==> src/rtl/id_bypass_stage.sv <==
// Registered decode stage between IF_ID and EX: decodes the logic/shift/move/arith subset,
// forwards operands from younger stages, stalls on load-use hazards and counts stall cycles.
module id_bypass_stage #(
   parameter int WORD_W  = 32,
   parameter int RADDR_W = 5,
   parameter int EXOP_W  = 8,
   parameter int NUM_BYP = 2
) (
   input  logic                       clk,
   input  logic                       rst,
   input  logic                       i_flush,
   input  logic                       i_valid,
   output logic                       o_ready,
   input  logic [WORD_W-1:0]          i_pc,
   input  logic [31:0]                i_inst,
   output logic                       o_readEnableLeft,
   output logic                       o_readEnableRight,
   output logic [RADDR_W-1:0]         o_readAddrLeft,
   output logic [RADDR_W-1:0]         o_readAddrRight,
   input  logic [WORD_W-1:0]          i_readValueLeft,
   input  logic [WORD_W-1:0]          i_readValueRight,
   input  logic [NUM_BYP-1:0]         i_bypWe,
   input  logic [NUM_BYP*RADDR_W-1:0] i_bypDest,
   input  logic [NUM_BYP*WORD_W-1:0]  i_bypValue,
   input  logic [NUM_BYP-1:0]         i_bypPending,
   output logic                       o_valid,
   input  logic                       i_ready,
   output logic [WORD_W-1:0]          o_pc,
   output logic [EXOP_W-1:0]          o_exop,
   output logic [RADDR_W-1:0]         o_dest,
   output logic [WORD_W-1:0]          o_srcLeft,
   output logic [WORD_W-1:0]          o_srcRight,
   output logic [31:0]                o_stallCount
);

   localparam logic [EXOP_W-1:0] EX_NOP   = EXOP_W'({3'd0, 5'd0});
   localparam logic [EXOP_W-1:0] EX_AND   = EXOP_W'({3'd1, 5'd1});
   localparam logic [EXOP_W-1:0] EX_OR    = EXOP_W'({3'd1, 5'd2});
   localparam logic [EXOP_W-1:0] EX_XOR   = EXOP_W'({3'd1, 5'd3});
   localparam logic [EXOP_W-1:0] EX_NOR   = EXOP_W'({3'd1, 5'd4});
   localparam logic [EXOP_W-1:0] EX_SLL   = EXOP_W'({3'd2, 5'd1});
   localparam logic [EXOP_W-1:0] EX_SRL   = EXOP_W'({3'd2, 5'd2});
   localparam logic [EXOP_W-1:0] EX_SRA   = EXOP_W'({3'd2, 5'd3});
   localparam logic [EXOP_W-1:0] EX_MFHI  = EXOP_W'({3'd3, 5'd1});
   localparam logic [EXOP_W-1:0] EX_MTHI  = EXOP_W'({3'd3, 5'd2});
   localparam logic [EXOP_W-1:0] EX_MFLO  = EXOP_W'({3'd3, 5'd3});
   localparam logic [EXOP_W-1:0] EX_MTLO  = EXOP_W'({3'd3, 5'd4});
   localparam logic [EXOP_W-1:0] EX_ADD   = EXOP_W'({3'd4, 5'd1});
   localparam logic [EXOP_W-1:0] EX_ADDU  = EXOP_W'({3'd4, 5'd2});
   localparam logic [EXOP_W-1:0] EX_SUB   = EXOP_W'({3'd4, 5'd3});
   localparam logic [EXOP_W-1:0] EX_SUBU  = EXOP_W'({3'd4, 5'd4});
   localparam logic [EXOP_W-1:0] EX_SLT   = EXOP_W'({3'd4, 5'd5});
   localparam logic [EXOP_W-1:0] EX_SLTU  = EXOP_W'({3'd4, 5'd6});
   localparam logic [EXOP_W-1:0] EX_MULT  = EXOP_W'({3'd4, 5'd7});
   localparam logic [EXOP_W-1:0] EX_MULTU = EXOP_W'({3'd4, 5'd8});

   typedef enum logic [3:0] {
      CL_NONE, CL_SHAMT, CL_RRD, CL_MF, CL_MT, CL_MUL, CL_IZ, CL_IS, CL_LUI
   } cls_t;

   logic [5:0]         w_opc;
   logic [5:0]         w_funct;
   logic [RADDR_W-1:0] w_rs;
   logic [RADDR_W-1:0] w_rt;
   logic [RADDR_W-1:0] w_rd;
   logic [15:0]        w_imm;
   cls_t               w_cls;
   logic [EXOP_W-1:0]  w_exop;
   logic [RADDR_W-1:0] w_dest;
   logic               w_enLeft;
   logic               w_enRight;
   logic [WORD_W-1:0]  w_immLeft;
   logic [WORD_W-1:0]  w_immRight;
   logic [WORD_W:0]    w_selLeft;
   logic [WORD_W:0]    w_selRight;
   logic               w_hazard;

   logic               r_valid;
   logic [WORD_W-1:0]  r_pc;
   logic [EXOP_W-1:0]  r_exop;
   logic [RADDR_W-1:0] r_dest;
   logic [WORD_W-1:0]  r_srcLeft;
   logic [WORD_W-1:0]  r_srcRight;
   logic [31:0]        r_stallCount;

   assign w_opc   = i_inst[31:26];
   assign w_funct = i_inst[5:0];
   assign w_rs    = RADDR_W'(i_inst[25:21]);
   assign w_rt    = RADDR_W'(i_inst[20:16]);
   assign w_rd    = RADDR_W'(i_inst[15:11]);
   assign w_imm   = i_inst[15:0];

   // Returns {pending, value}; the descending scan lets the lowest (youngest) match win.
   function automatic logic [WORD_W:0] f_select(
      input logic                       en,
      input logic [RADDR_W-1:0]         addr,
      input logic [WORD_W-1:0]          imm,
      input logic [WORD_W-1:0]          rf,
      input logic [NUM_BYP-1:0]         we,
      input logic [NUM_BYP*RADDR_W-1:0] dst,
      input logic [NUM_BYP*WORD_W-1:0]  val,
      input logic [NUM_BYP-1:0]         pend
   );
      logic [WORD_W:0] res;
      res = {1'b0, rf};
      if (!en) begin
         res = {1'b0, imm};
      end else if (addr == '0) begin
         res = '0;
      end else begin
         for (int k = NUM_BYP - 1; k >= 0; k--) begin
            if (we[k] && (dst[k*RADDR_W +: RADDR_W] == addr)) begin
               res = {pend[k], val[k*WORD_W +: WORD_W]};
            end else begin
               res = res;
            end
         end
      end
      return res;
   endfunction

   // Opcode/funct to EX op and operand class.
   always_comb begin
      w_exop = EX_NOP;
      w_cls  = CL_NONE;
      case (w_opc)
         6'h00: begin
            case (w_funct)
               6'h00:   begin w_exop = EX_SLL;   w_cls = CL_SHAMT; end
               6'h02:   begin w_exop = EX_SRL;   w_cls = CL_SHAMT; end
               6'h03:   begin w_exop = EX_SRA;   w_cls = CL_SHAMT; end
               6'h04:   begin w_exop = EX_SLL;   w_cls = CL_RRD;   end
               6'h06:   begin w_exop = EX_SRL;   w_cls = CL_RRD;   end
               6'h07:   begin w_exop = EX_SRA;   w_cls = CL_RRD;   end
               6'h10:   begin w_exop = EX_MFHI;  w_cls = CL_MF;    end
               6'h11:   begin w_exop = EX_MTHI;  w_cls = CL_MT;    end
               6'h12:   begin w_exop = EX_MFLO;  w_cls = CL_MF;    end
               6'h13:   begin w_exop = EX_MTLO;  w_cls = CL_MT;    end
               6'h18:   begin w_exop = EX_MULT;  w_cls = CL_MUL;   end
               6'h19:   begin w_exop = EX_MULTU; w_cls = CL_MUL;   end
               6'h20:   begin w_exop = EX_ADD;   w_cls = CL_RRD;   end
               6'h21:   begin w_exop = EX_ADDU;  w_cls = CL_RRD;   end
               6'h22:   begin w_exop = EX_SUB;   w_cls = CL_RRD;   end
               6'h23:   begin w_exop = EX_SUBU;  w_cls = CL_RRD;   end
               6'h24:   begin w_exop = EX_AND;   w_cls = CL_RRD;   end
               6'h25:   begin w_exop = EX_OR;    w_cls = CL_RRD;   end
               6'h26:   begin w_exop = EX_XOR;   w_cls = CL_RRD;   end
               6'h27:   begin w_exop = EX_NOR;   w_cls = CL_RRD;   end
               6'h2A:   begin w_exop = EX_SLT;   w_cls = CL_RRD;   end
               6'h2B:   begin w_exop = EX_SLTU;  w_cls = CL_RRD;   end
               default: begin w_exop = EX_NOP;   w_cls = CL_NONE;  end
            endcase
         end
         6'h08:   begin w_exop = EX_ADD;  w_cls = CL_IS;   end
         6'h09:   begin w_exop = EX_ADDU; w_cls = CL_IS;   end
         6'h0A:   begin w_exop = EX_SLT;  w_cls = CL_IS;   end
         6'h0B:   begin w_exop = EX_SLTU; w_cls = CL_IS;   end
         6'h0C:   begin w_exop = EX_AND;  w_cls = CL_IZ;   end
         6'h0D:   begin w_exop = EX_OR;   w_cls = CL_IZ;   end
         6'h0E:   begin w_exop = EX_XOR;  w_cls = CL_IZ;   end
         6'h0F:   begin w_exop = EX_OR;   w_cls = CL_LUI;  end
         default: begin w_exop = EX_NOP;  w_cls = CL_NONE; end
      endcase
   end

   // Operand class to read enables, destination and immediates.
   always_comb begin
      w_dest     = '0;
      w_enLeft   = 1'b0;
      w_enRight  = 1'b0;
      w_immLeft  = '0;
      w_immRight = '0;
      case (w_cls)
         CL_SHAMT: begin w_enRight = 1'b1; w_immLeft = WORD_W'(i_inst[10:6]); w_dest = w_rd; end
         CL_RRD:   begin w_enLeft = 1'b1; w_enRight = 1'b1; w_dest = w_rd; end
         CL_MF:    begin w_dest = w_rd; end
         CL_MT:    begin w_enLeft = 1'b1; end
         CL_MUL:   begin w_enLeft = 1'b1; w_enRight = 1'b1; end
         CL_IZ:    begin w_enLeft = 1'b1; w_immRight = WORD_W'(w_imm); w_dest = w_rt; end
         CL_IS:    begin w_enLeft = 1'b1; w_immRight = {{(WORD_W-16){w_imm[15]}}, w_imm}; w_dest = w_rt; end
         CL_LUI:   begin w_immLeft = WORD_W'({w_imm, 16'h0000}); w_dest = w_rt; end
         default:  begin w_dest = '0; end
      endcase
   end

   assign w_selLeft  = f_select(w_enLeft, w_rs, w_immLeft, i_readValueLeft,
                                i_bypWe, i_bypDest, i_bypValue, i_bypPending);
   assign w_selRight = f_select(w_enRight, w_rt, w_immRight, i_readValueRight,
                                i_bypWe, i_bypDest, i_bypValue, i_bypPending);
   assign w_hazard   = w_selLeft[WORD_W] | w_selRight[WORD_W];

   assign o_readEnableLeft  = w_enLeft;
   assign o_readEnableRight = w_enRight;
   assign o_readAddrLeft    = w_rs;
   assign o_readAddrRight   = w_rt;
   assign o_ready = !rst && !i_flush && !w_hazard && (!r_valid || i_ready);

   // Output register with flush/backpressure priority and the saturating stall counter.
   always_ff @(posedge clk) begin
      if (rst) begin
         r_valid      <= 1'b0;
         r_pc         <= '0;
         r_exop       <= EX_NOP;
         r_dest       <= '0;
         r_srcLeft    <= '0;
         r_srcRight   <= '0;
         r_stallCount <= 32'd0;
      end else begin
         if (i_valid && w_hazard && !i_flush && (r_stallCount != 32'hFFFF_FFFF)) begin
            r_stallCount <= r_stallCount + 32'd1;
         end
         if (i_flush) begin
            r_valid <= 1'b0;
            r_exop  <= EX_NOP;
            r_dest  <= '0;
         end else if (!r_valid || i_ready) begin
            r_valid <= i_valid && !w_hazard;
            if (i_valid && !w_hazard) begin
               r_pc       <= i_pc;
               r_exop     <= w_exop;
               r_dest     <= w_dest;
               r_srcLeft  <= w_selLeft[WORD_W-1:0];
               r_srcRight <= w_selRight[WORD_W-1:0];
            end else begin
               r_exop <= EX_NOP;
               r_dest <= '0;
            end
         end
      end
   end

   assign o_valid      = r_valid;
   assign o_pc         = r_pc;
   assign o_exop       = r_exop;
   assign o_dest       = r_dest;
   assign o_srcLeft    = r_srcLeft;
   assign o_srcRight   = r_srcRight;
   assign o_stallCount = r_stallCount;

endmodule
==> config.mk <==
export PLATFORM = sky130hd
export DESIGN_NAME = id_bypass_stage
export DESIGN_NICKNAME = d
export VERILOG_FILES = /design/src/rtl/id_bypass_stage.sv
export SDC_FILE = /design/constraint.sdc
export NUM_CORES = 1
export LEC_CHECK = 0
export CAP_MARGIN = 20
export CORE_AREA = 2 2 142 144
export DETAILED_ROUTE_END_ITERATION = 12
export DIE_AREA = 0 0 144 146
export HOLD_SLACK_MARGIN = 0.05
export PLACE_DENSITY = 0.85
export SLEW_MARGIN = 20
export SYNTH_ARGS = -nofsm -noshare
export SYNTH_HDL_FRONTEND = slang
export SYNTH_SLANG_ARGS = --single-unit
==> constraint.sdc <==
create_clock -name clk -period 3.8 [get_ports clk]
set_input_delay 0.76 -clock clk [delete_from_list [all_inputs] [get_ports clk]]
set_output_delay 0.76 -clock clk [all_outputs]
set_load 0.01 [all_outputs]
==> results of run 1 <==
[per-stage QoR]
step	TNS (ps)	area, µm²	utilization, %
2_1_floorplan	0	8010	-
3_3_place_gp	-1880	12300	63.4
3_5_place_dp	-2540	12300	63.4
4_1_cts	0	12900	66.7
5_1_grt	0	12900	66.8
6_report	0	12900	66.8
[logic make-up (layout without fill, tap and decap cells)]
| group | Yosys count | in the layout |
|---|---|---|
| and+or+nand+nor | 391 | 391 |
| xor gates and xnor gates | 19 | 19 |
| muxes | 71 | 71 |
| adders and majority gates | 6 | 6 |
| DFF | 141 | 141 |
| buffers and inverters | 104 | 484 |
| AOI/OAI and AO/OA | 280 | 280 |
| other | 1 | 1 |
[flip-flops by register name, indices dropped and copies added (netlist names)]
signal / cells
o_srcRight: 32
o_srcLeft: 32
o_exop: 7
o_pc: 32
o_stallCount: 32
o_dest: 5
o_valid: 1
[layer usage]
metal	vias to the layer above	share of wire, %	wire (µm)	GRT usage, %
met1	4261	39	12300	34.9
met4	0	3.9	1230	13.4
li1	4387	-	-	-
met2	450	49	15300	48.4
met3	84	8.4	2640	6.58
met5	-	0	0	0
[synth_stat cells, drive strengths merged (6+ instances only)]
| master | n |
|---|---|
| a211oi | 16 |
| a21oi | 130 |
| a221oi | 20 |
| a22o | 17 |
| and3 | 6 |
| buf | 38 |
| clkbuf | 57 |
| dfxtp | 141 |
| ha | 6 |
| inv | 9 |
| mux2i | 66 |
| nand2 | 166 |
| nand2b | 8 |
| nand3 | 14 |
| nand4 | 12 |
| nor2 | 98 |
| nor2b | 11 |
| nor3 | 28 |
| nor4 | 9 |
| o2111ai | 12 |
| o211ai | 19 |
| o21ai | 26 |
| o31ai | 12 |
| or3 | 10 |
| or4 | 16 |
| xnor2 | 9 |
| xor2 | 10 |
[path summary, 6_finish.rpt]
check	from	to	slack, ps	depth (start not counted)
worst min-delay path	o_srcLeft[26]$_SDFFE_PP0P_	o_srcLeft[26]$_SDFFE_PP0P_	450	2
worst max register to register	o_stallCount[3]$_SDFFE_PP0P_	o_stallCount[26]$_SDFFE_PP0P_	780	8
worst max-delay path	i_inst[4]	o_readEnableLeft	110	9
worst min register to register	o_srcLeft[26]$_SDFFE_PP0P_	o_srcLeft[26]$_SDFFE_PP0P_	450	2
[layout by cell type (no fill, tap or decap), types with 3 or more instances in the layout]
cell type and count:
inv_6 5, nor3_1 27, or4_1 15, mux2i_1 66
o21ai_0 25, nor2_1 94, a22o_1 16, xnor2_1 9
xor2_1 10, clkdlybuf4s50_1 360, o22ai_1 3, o211ai_1 19
clkinv_4 3, nor2b_1 11, o31ai_1 12, dfxtp_1 141
nand2_1 166, nor2_2 3, o31a_1 3, nor4_1 6
nand2b_1 8, a211oi_1 16, inv_1 9, a22oi_1 5
bufinv_16 3, a21oi_1 130, nand3_1 13, or3_1 10
clkbuf_16 17, o2111ai_1 12, a221oi_2 13, mux2_2 4
and3_1 5, buf_4 70, buf_12 10, a221oi_1 7
ha_1 6, nand4_1 12
[cell type report]
type	count	share of cell area, %
multi-input combinational	768	36.7
timing repair buffer	443	33.8
sequential	141	21.9
clock buffer	19	3.51
tap	265	2.57
clock inverter	13	1.37
inverter	9	0.262
[repair_timing]
item / 4_1_cts / 5_1_grt
setup endpoints to repair: 1 / 3
gates resized for setup: 6 / 6
endpoints found under the hold margin: 0 / 0
pin swaps: 1 / 1
[critical path: cells and delay by family]
family	cells	cell delay, ps
buffers and inverters	5	1380
AND/OR/NAND/NOR	2	430
AO/OA/AOI/OAI	2	350
[power by group through the flow]
stage / registers [mW] / logic [mW] / clock network, mW
after CTS: 1.55 / 0.769 / 1.81
final: 1.55 / 0.771 / 1.79
after global placement: 1.58 / 0.755 / 0
after floorplan: 1.60 / 0.268 / 0
after detailed placement: 1.58 / 0.764 / 0
after global routing: 1.55 / 0.824 / 1.87
==> reports/qor.yml, run 1 <==
worst_setup_path:
  crit_required_ps: 3040
  critPathMaxFanout: 11
  cpPeakStageDelay_ps: 560
  crit_path_end_kind: "output pin"
  cp.arrival_ps: 2930
  cp-start-kind: "primary input"
  critPathKind: "primary input to output pin"
  crit_chain: "clkdlybuf4s50_1, buf_4, nor3b_1, o2111ai_1, nor2b_1, a21boi_2, buf_4, inv_1, clkdlybuf4s50_1"
  cpMaxStageDelayCell: "clkdlybuf4s50_1"
timing:
  worst_pin_slew_ps: 1020
  period_share_pct: 97.1
  period_minus_slack_ps: 3690
  setup_viol: 0
  finalMaxSlewViolations: 0
  holdWs_ps: 452
  layout_setup_ws_ps: 111
  skew_ps: 6.02
  max_slew_margin_pct: 32.0
  final-hold-violation-count: 0
  grt_setup_unrepaired: "false"
  fmax_mhz: 271
synthesis:
  ys_seq_area_share_pct: 35.3
  yosysTopAreaCell: "dfxtp_1"
  synth_area_leaders: "dfxtp_1 35%, mux2i_1 8.3%, a21oi_1 8.1%, nand2_1 7.8%, nor2_1 4.5%"
  postSynthRegisterBits: 141
  synth_top_family_by_area: "compound AO/OA/AOI/OAI gates"
  syn_area_per_cell_um2: 7.90
  synth.area.mux_share_pct: 9.00
  syn_inst: 1013
  ys.flop_type: "dfxtp_1"
  synth-edff-count: 0
  synthSimpleGateAreaFrac_pct: 22.8
  synth-adder-area-share_pct: 0.938
  synthArstFlopShare_pct: 0
  synth-warning-count: 0
  synth-compound-area-share_pct: 23.8
  netlist.area_leader.share_pct: 35.3
  ys_types: 67
  synth_xor_area_share_pct: 2.08
  mappedNetlistArea_um2: 8010
  synth_fp_nets: 1230
cts:
  cts_post_setup_buffers_inserted: 0
  cts_sinks: 141
  ctsHoldBuffers: 0
  cts_max_level: 4
  clockBufferDepth: 2
  cts_tree: "done"
  path_clk_slew_ps: 70
  cts_root_buf: "clkbuf_16"
  numCtsBuffers: 17
  clock_latency_ps: 420
placed_design:
  pre_cts_ws_ps: -395
  place_congestion: 0.935
  dp_hpwl_um: 23000
  place_inst: 1626
  numPortBuffers: 364
grt:
  grt_pass1_wl_um: 47100
  track_usage_pct: 28.9
  grt_pass1_vias: 8773
  grt_max_degree: 93
  antenna_found_initial: 0
  gr-total-overflow: 0
cells_and_area:
  diodes: 0
  drive_gt1_share_pct: 11.1
  instances_no_fill: 1658
  multi_input_area_um2: 4740
  regArea_um2: 2820
  fin_nets: 1597
  n_fill_cell: 1572
  synthToLayoutAreaGrowth_pct: 61.3
pwr:
  intPower_mw: 3.04
  p_switching_mw: 1.06
  p_seq_share_pct: 37.7
  powerDensity_nw_per_um2: 318
  power.leakage_nw: 4.62
  peakVddDrop_v: 0.000283
  totalPowerFinal_mw: 4.10
  pwr-share-comb_pct: 18.8
  clkPwrFrac_pct: 43.5
  sw_frac_of_total_pct: 25.9
run_status:
  outcome: "complete, no violations"
route:
  ant_nets: 0
  routed_wl_um: 31400
  drc_errors: 0
  viasPerCell: 5.54
  wl_per_cell_um: 19.0
  drt_iter0_drc: 568
  dr.pass1.iters: 7
  via_count: 9182
floorplanning:
  coreArea_um2: 19300
  floorplan.rows: 51
  num_io_pins: 366
  dieArea_um2: 21000
  die_y_um: 146
  die_x_um: 144
  start_util_pct: 41.4
worst_hold_path:
  hp-class: "flop to flop"
job:
  maxCapViolCount: 0
(Power assumes the default switching activity.)
==> run 2: changes to the inputs <==
--- a/config.mk
+++ b/config.mk
@@ -11,6 +11,7 @@
 export DIE_AREA = 0 0 144 146
 export HOLD_SLACK_MARGIN = 0.05
 export PLACE_DENSITY = 0.85
+export REMOVE_ABC_BUFFERS = 1
 export SLEW_MARGIN = 20
 export SYNTH_ARGS = -nofsm -noshare
 export SYNTH_HDL_FRONTEND = slang
==> reports/qor.yml, run 2 (synthesis results as in run 1) <==
route:
  ant_nets: 0
  via_count: 9240
  drt_iter0_drc: 610
  wl_per_cell_um: 19.3
  viasPerCell: 5.58
  routed_wl_um: 32000
  drc_errors: 0
  dr.pass1.iters: 5
cells_and_area:
  synthToLayoutAreaGrowth_pct: 60.9
  fin_area_um2: 12900
  instances_no_fill: 1657
  n_fill_cell: 1598
  mostFrequentLayoutCells: "357 x clkdlybuf4s50_1, 166 x nand2_1, 141 x dfxtp_1, 130 x a21oi_1, 93 x nor2_1"
  mostFrequentLayoutCell: "clkdlybuf4s50_1"
  post-route-util_pct: 66.6
  drive_gt1_share_pct: 11.1
  fin_nets: 1596
  diodes: 0
worst_setup_path:
  r2r_slack_ps: 850
  reg2reg_depth: 8
  r2r-start: "o_stallCount[4]$_SDFFE_PP0P_"
  critPathMaxFanout: 3
  reg2reg_to: "o_stallCount[25]$_SDFFE_PP0P_"
  crit_required_ps: 3040
  critical_path.startpoint: "i_inst[28]"
  crit_path_end_kind: "output pin"
  timing.critical_path.to: "o_ready"
  cp-start-kind: "primary input"
  critPathKind: "primary input to output pin"
  cp.arrival_ps: 2900
grt:
  track_usage_pct: 29.8
  grt_pass1_vias: 8940
  grt_max_degree: 78
  grt_pass1_wl_um: 48600
  gr-total-overflow: 0
  antenna_found_initial: 0
pwr:
  peakVddDrop_v: 0.000273
  power.leakage_nw: 4.61
  powerDensity_nw_per_um2: 313
worst_hold_path:
  hp-class: "flop to flop"
cts:
  cts_tree: "done"
  numCtsBuffers: 17
  clockBufferDepth: 2
  clock_latency_ps: 430
  cts_sinks: 141
  path_clk_slew_ps: 60
  cts_max_level: 4
  cts_root_buf: "clkbuf_16"
timing:
  fmax_mhz: 273
  grt_setup_unrepaired: "false"
  setup_viol: 0
  finalMaxSlewViolations: 0
  final-hold-violation-count: 0
  holdWs_ps: 451
  skew_ps: 10.3
  period_minus_slack_ps: 3660
  fin_setup_tns_ps: 0
  period_share_pct: 96.3
  worst_pin_slew_ps: 959
  max_slew_margin_pct: 35.9
placed_design:
  numPortBuffers: 364
  place_congestion: 0.892
  place_area_um2: 12200
  place_inst: 1624
  dp_hpwl_um: 23600
floorplanning:
  num_io_pins: 366
  dieArea_um2: 21000
  coreArea_um2: 19300
  die_y_um: 146
  die_x_um: 144
  start_util_pct: 41.4
  floorplan.rows: 51
run_status:
  outcome: "complete, no violations"
job:
  maxCapViolCount: 0
run 2: cell types whose count changed in the layout (fill, tap and decap cells not counted), moves of 2 or more:
| cell | change |
|---|---|
| clkinvlp_4 | +2 |
| clkdlybuf4s50_1 | -3 |
| clkbuf_8 | -2 |
| inv_6 | -3 |
| buf_12 | -2 |
| dlymetal6s2s_1 | +2 |
| nor2_4 | +2 |
| clkbuf_1 | +3 |
run 2: layer usage:
metal | track usage (%) | up-vias | share of wire [%]
met3 | 6.65 | 102 | 8.0
met5 | 0 | - | 0
met4 | 16.4 | 0 | 5.7
met1 | 35.3 | 4301 | 38
met2 | 49.5 | 466 | 48
li1 | - | 4371 | -
run 2: area by class of cell:
| cell class | instances | area, µm² | area share [%] |
|---|---|---|---|
| multi-input cells | 768 | 4760 | 37.0 |
| repair buffers | 442 | 4330 | 33.6 |
| flip-flops and latches | 141 | 2820 | 21.9 |
| clock buffers | 20 | 437 | 3.39 |
| well taps | 265 | 332 | 2.57 |
| clock inverters | 12 | 163 | 1.26 |
| inverters | 9 | 33.8 | 0.262 |
run 2: worst min-delay path by stage:
stage	startpoint	end	slack [ps]	cells after the start
2_1_floorplan	o_srcLeft[16]$_SDFFE_PP0P_	o_srcLeft[16]$_SDFFE_PP0P_	470	2
3_3_place_gp	o_dest[2]$_SDFFE_PP0N_	o_dest[2]$_SDFFE_PP0N_	440	2
3_5_place_dp	o_dest[1]$_SDFFE_PP0N_	o_dest[1]$_SDFFE_PP0N_	440	2
4_1_cts	o_srcLeft[21]$_SDFFE_PP0P_	o_srcLeft[21]$_SDFFE_PP0P_	450	2
5_1_grt	o_srcLeft[22]$_SDFFE_PP0P_	o_srcLeft[22]$_SDFFE_PP0P_	470	2
6_report	o_srcLeft[21]$_SDFFE_PP0P_	o_srcLeft[21]$_SDFFE_PP0P_	450	2
run 2: report_power, final:
group	switching, mW	internal, mW
sequential	0.0242	1.52
clock	0.675	1.04
combinational	0.345	0.430
total	1.04	2.99
run 2: timing repair:
item	in CTS	in global routing
hold buffers	0	0
endpoints found under the setup margin	2	2
setup buffers	0	1
pin swaps	1	1
resized for setup	12	6
run 2: stage by stage:
stage               power, mW  worst slack, ps
global placement         2.33             -476
finish                   4.04              139
CTS                      4.05             8.36
global route             4.18             32.0
floorplan                1.82            -2650
detailed placement       2.34             -503
run 2: critical path, stage by stage:
cell	delay [ps]
clkdlybuf4s50_1	460
nor4_4	280
buf_4	180
and3_1	140
a22o_2	160
mux2_4	320
o221a_4	130
nor2_4	110
nor4b_2	190
buf_2	160
==> run 3: changes to the inputs <==
--- a/config.mk
+++ b/config.mk
@@ -6,11 +6,13 @@
 export NUM_CORES = 1
 export LEC_CHECK = 0
 export CAP_MARGIN = 20
-export CORE_AREA = 2 2 142 144
+export CELL_PAD_IN_SITES_DETAIL_PLACEMENT = 2
+export CELL_PAD_IN_SITES_GLOBAL_PLACEMENT = 2
+export CORE_ASPECT_RATIO = 1.4
+export CORE_UTILIZATION = 23
 export DETAILED_ROUTE_END_ITERATION = 12
-export DIE_AREA = 0 0 144 146
 export HOLD_SLACK_MARGIN = 0.05
-export PLACE_DENSITY = 0.85
+export PLACE_DENSITY = 0.87
 export REMOVE_ABC_BUFFERS = 1
 export SLEW_MARGIN = 20
 export SYNTH_ARGS = -nofsm -noshare
==> constraint.sdc (replaced) <==
create_clock -name clk -period 3.8 [get_ports clk]
set_input_delay 0.57 -clock clk [delete_from_list [all_inputs] [get_ports clk]]
set_output_delay 0.57 -clock clk [all_outputs]
set_load 0.01 [all_outputs]
==> reports/qor.yml, run 3 (synthesis results as in run 1) <==
run_status:
  outcome: "complete, no violations"
grt:
  grt_pass1_wl_um: 64900
  track_usage_pct: 24.1
  antenna_found_initial: 3
  grt_max_degree: 75
  grt_pass1_vias: 10800
  gr-total-overflow: 0
floorplanning:
  num_io_pins: 366
  die_x_um: 160
  coreArea_um2: 34100
  floorplan.rows: 80
  dieArea_um2: 35600
  start_util_pct: 23.5
  die_y_um: 223
worst_setup_path:
  cpMaxStageDelayCell: "clkdlybuf4s50_1"
  critPathMaxFanout: 8
  cp-start-kind: "primary input"
  path_buf_inv: 3
  crit_path_end_kind: "output pin"
  cp.arrival_ps: 3050
  cpPeakStageDelay_ps: 630
  crit_required_ps: 3230
  crit_chain: "clkdlybuf4s50_1, buf_4, nor3_1, a21o_1, and3_1, mux2_4, o221a_4, nor2_2, nor4b_2, dlygate4sd2_1"
  critPathKind: "primary input to output pin"
  cp_top_family: "buffers and inverters"
pwr:
  p_seq_share_pct: 37.9
  intPower_mw: 2.94
  pwr-share-comb_pct: 20.0
  clkPwrFrac_pct: 42.1
  sw_frac_of_total_pct: 28.0
  power.leakage_nw: 4.59
  p_switching_mw: 1.14
  peakVddDrop_v: 0.000213
  powerDensity_nw_per_um2: 310
  totalPowerFinal_mw: 4.08
placed_design:
  dp_hpwl_um: 31500
  numPortBuffers: 364
  place_congestion: 0.842
  place_inst: 1815
timing:
  worst_pin_slew_ps: 869
  skew_ps: 10.2
  finalMaxSlewViolations: 0
  period_minus_slack_ps: 3620
  grt_setup_unrepaired: "false"
  final-hold-violation-count: 0
  max_slew_margin_pct: 42.1
  setup_viol: 0
  fmax_mhz: 277
  period_share_pct: 95.2
cells_and_area:
  synthToLayoutAreaGrowth_pct: 64.5
  fin_nets: 1600
  mostFrequentLayoutCells: "362 x clkdlybuf4s50_1, 166 x nand2_1, 141 x dfxtp_1, 130 x a21oi_1, 93 x nor2_1"
  regArea_um2: 2820
  mostFrequentLayoutCell: "clkdlybuf4s50_1"
  drive_gt1_share_pct: 11.3
  instances_no_fill: 1850
  post-route-util_pct: 38.6
  n_fill_cell: 3810
  multi_input_area_um2: 4750
route:
  drt_iter0_drc: 347
  viasPerCell: 5.12
  via_count: 9478
  routed_wl_um: 42900
  wl_per_cell_um: 23.2
  ant_nets: 0
  dr.pass1.iters: 4
  drc_errors: 0
job:
  maxCapViolCount: 0
cts:
  cts_tree: "done"
  cts_max_level: 4
  cts_sinks: 141
  numCtsBuffers: 17
  cts_post_setup_buffers_inserted: 0
  cts_root_buf: "clkbuf_16"
  clockBufferDepth: 2
  path_clk_slew_ps: 60
  clock_latency_ps: 450
worst_hold_path:
  hp-class: "flop to flop"
==> run 3: changes by cell type in the layout (fill, tap and decap cells not counted), moves of 2 or more <==
cell and delta:
clkinv_2 +3, clkinvlp_4 +2, clkdlybuf4s50_1 +5, clkbuf_1 -3
buf_12 +4, diode_2 +3, dlymetal6s2s_1 -4
==> run 3: layer usage <==
metal / global-route usage (%) / part of all wire [%] / wire (µm) / vias up
met4: 12.1 / 4.2 / 1810 / 0
met1: 24.5 / 36 / 15400 / 4679
met3: 5.69 / 6.0 / 2560 / 84
met5: 0 / 0 / 0 / -
li1: - / - / - / 4375
met2: 45.3 / 54 / 23100 / 340
==> run 3: stage by stage <==
stage	cell area [µm²]	setup WS, ps	hold WS [ps]	TNS [ps]
floorplan	7560	-2460	470	-223950
global route	13200	10.1	483	0
detailed placement	12500	-578	451	-11460
global placement	12500	-291	437	-1100
finish	13200	184	455	0
CTS	13200	181	457	0
==> run 3: path summary, 6_finish.rpt <==
path,from,endpoint,slack (ps),cells past startpoint
worst min-delay path,o_srcLeft[19]$_SDFFE_PP0P_,o_srcLeft[19]$_SDFFE_PP0P_,460,2
worst max-delay path,i_inst[4],o_ready,180,10
worst max register to register,o_stallCount[0]$_SDFFE_PP0P_,o_stallCount[18]$_SDFFE_PP0P_,780,9
worst min register to register,o_srcLeft[19]$_SDFFE_PP0P_,o_srcLeft[19]$_SDFFE_PP0P_,460,2
==> run 3: area by class of cell <==
cell class,instances,share of cell area [%]
Clock inverter,14,1.10
Sequential cell,141,21.4
Inverter,9,0.257
Timing Repair Buffer,446,33.5
Antenna cell,3,0.0570
Multi-Input combinational cell,768,36.1
Clock buffer,18,3.33
Tap cell,451,4.29
==> run 3: power by group through the flow <==
| stage | Clock, mW | Combinational (mW) | Sequential [mW] |
|---|---|---|---|
| CTS | 1.76 | 0.825 | 1.55 |
| finish | 1.72 | 0.818 | 1.55 |
| floorplan | 0 | 0.223 | 1.60 |
| global route | 1.81 | 0.870 | 1.55 |
| global placement | 0 | 0.780 | 1.58 |
| detailed placement | 0 | 0.810 | 1.58 |
==> run 3: worst register-to-register path, stage by stage, from the launching register on <==
cell	delay [ps]
dfxtp_1	380
ha_1	360
nand2_1	480
nor3_1	130
nand3_1	140
nor2b_1	340
o21ai_2	130
buf_12	200
nor4_1	370
mux2_2	380
==> run 3: what timing repair did <==
item	4_1_cts	5_1_grt
setup endpoints to repair	1	0
resized for setup	8	0
hold buffers	0	0
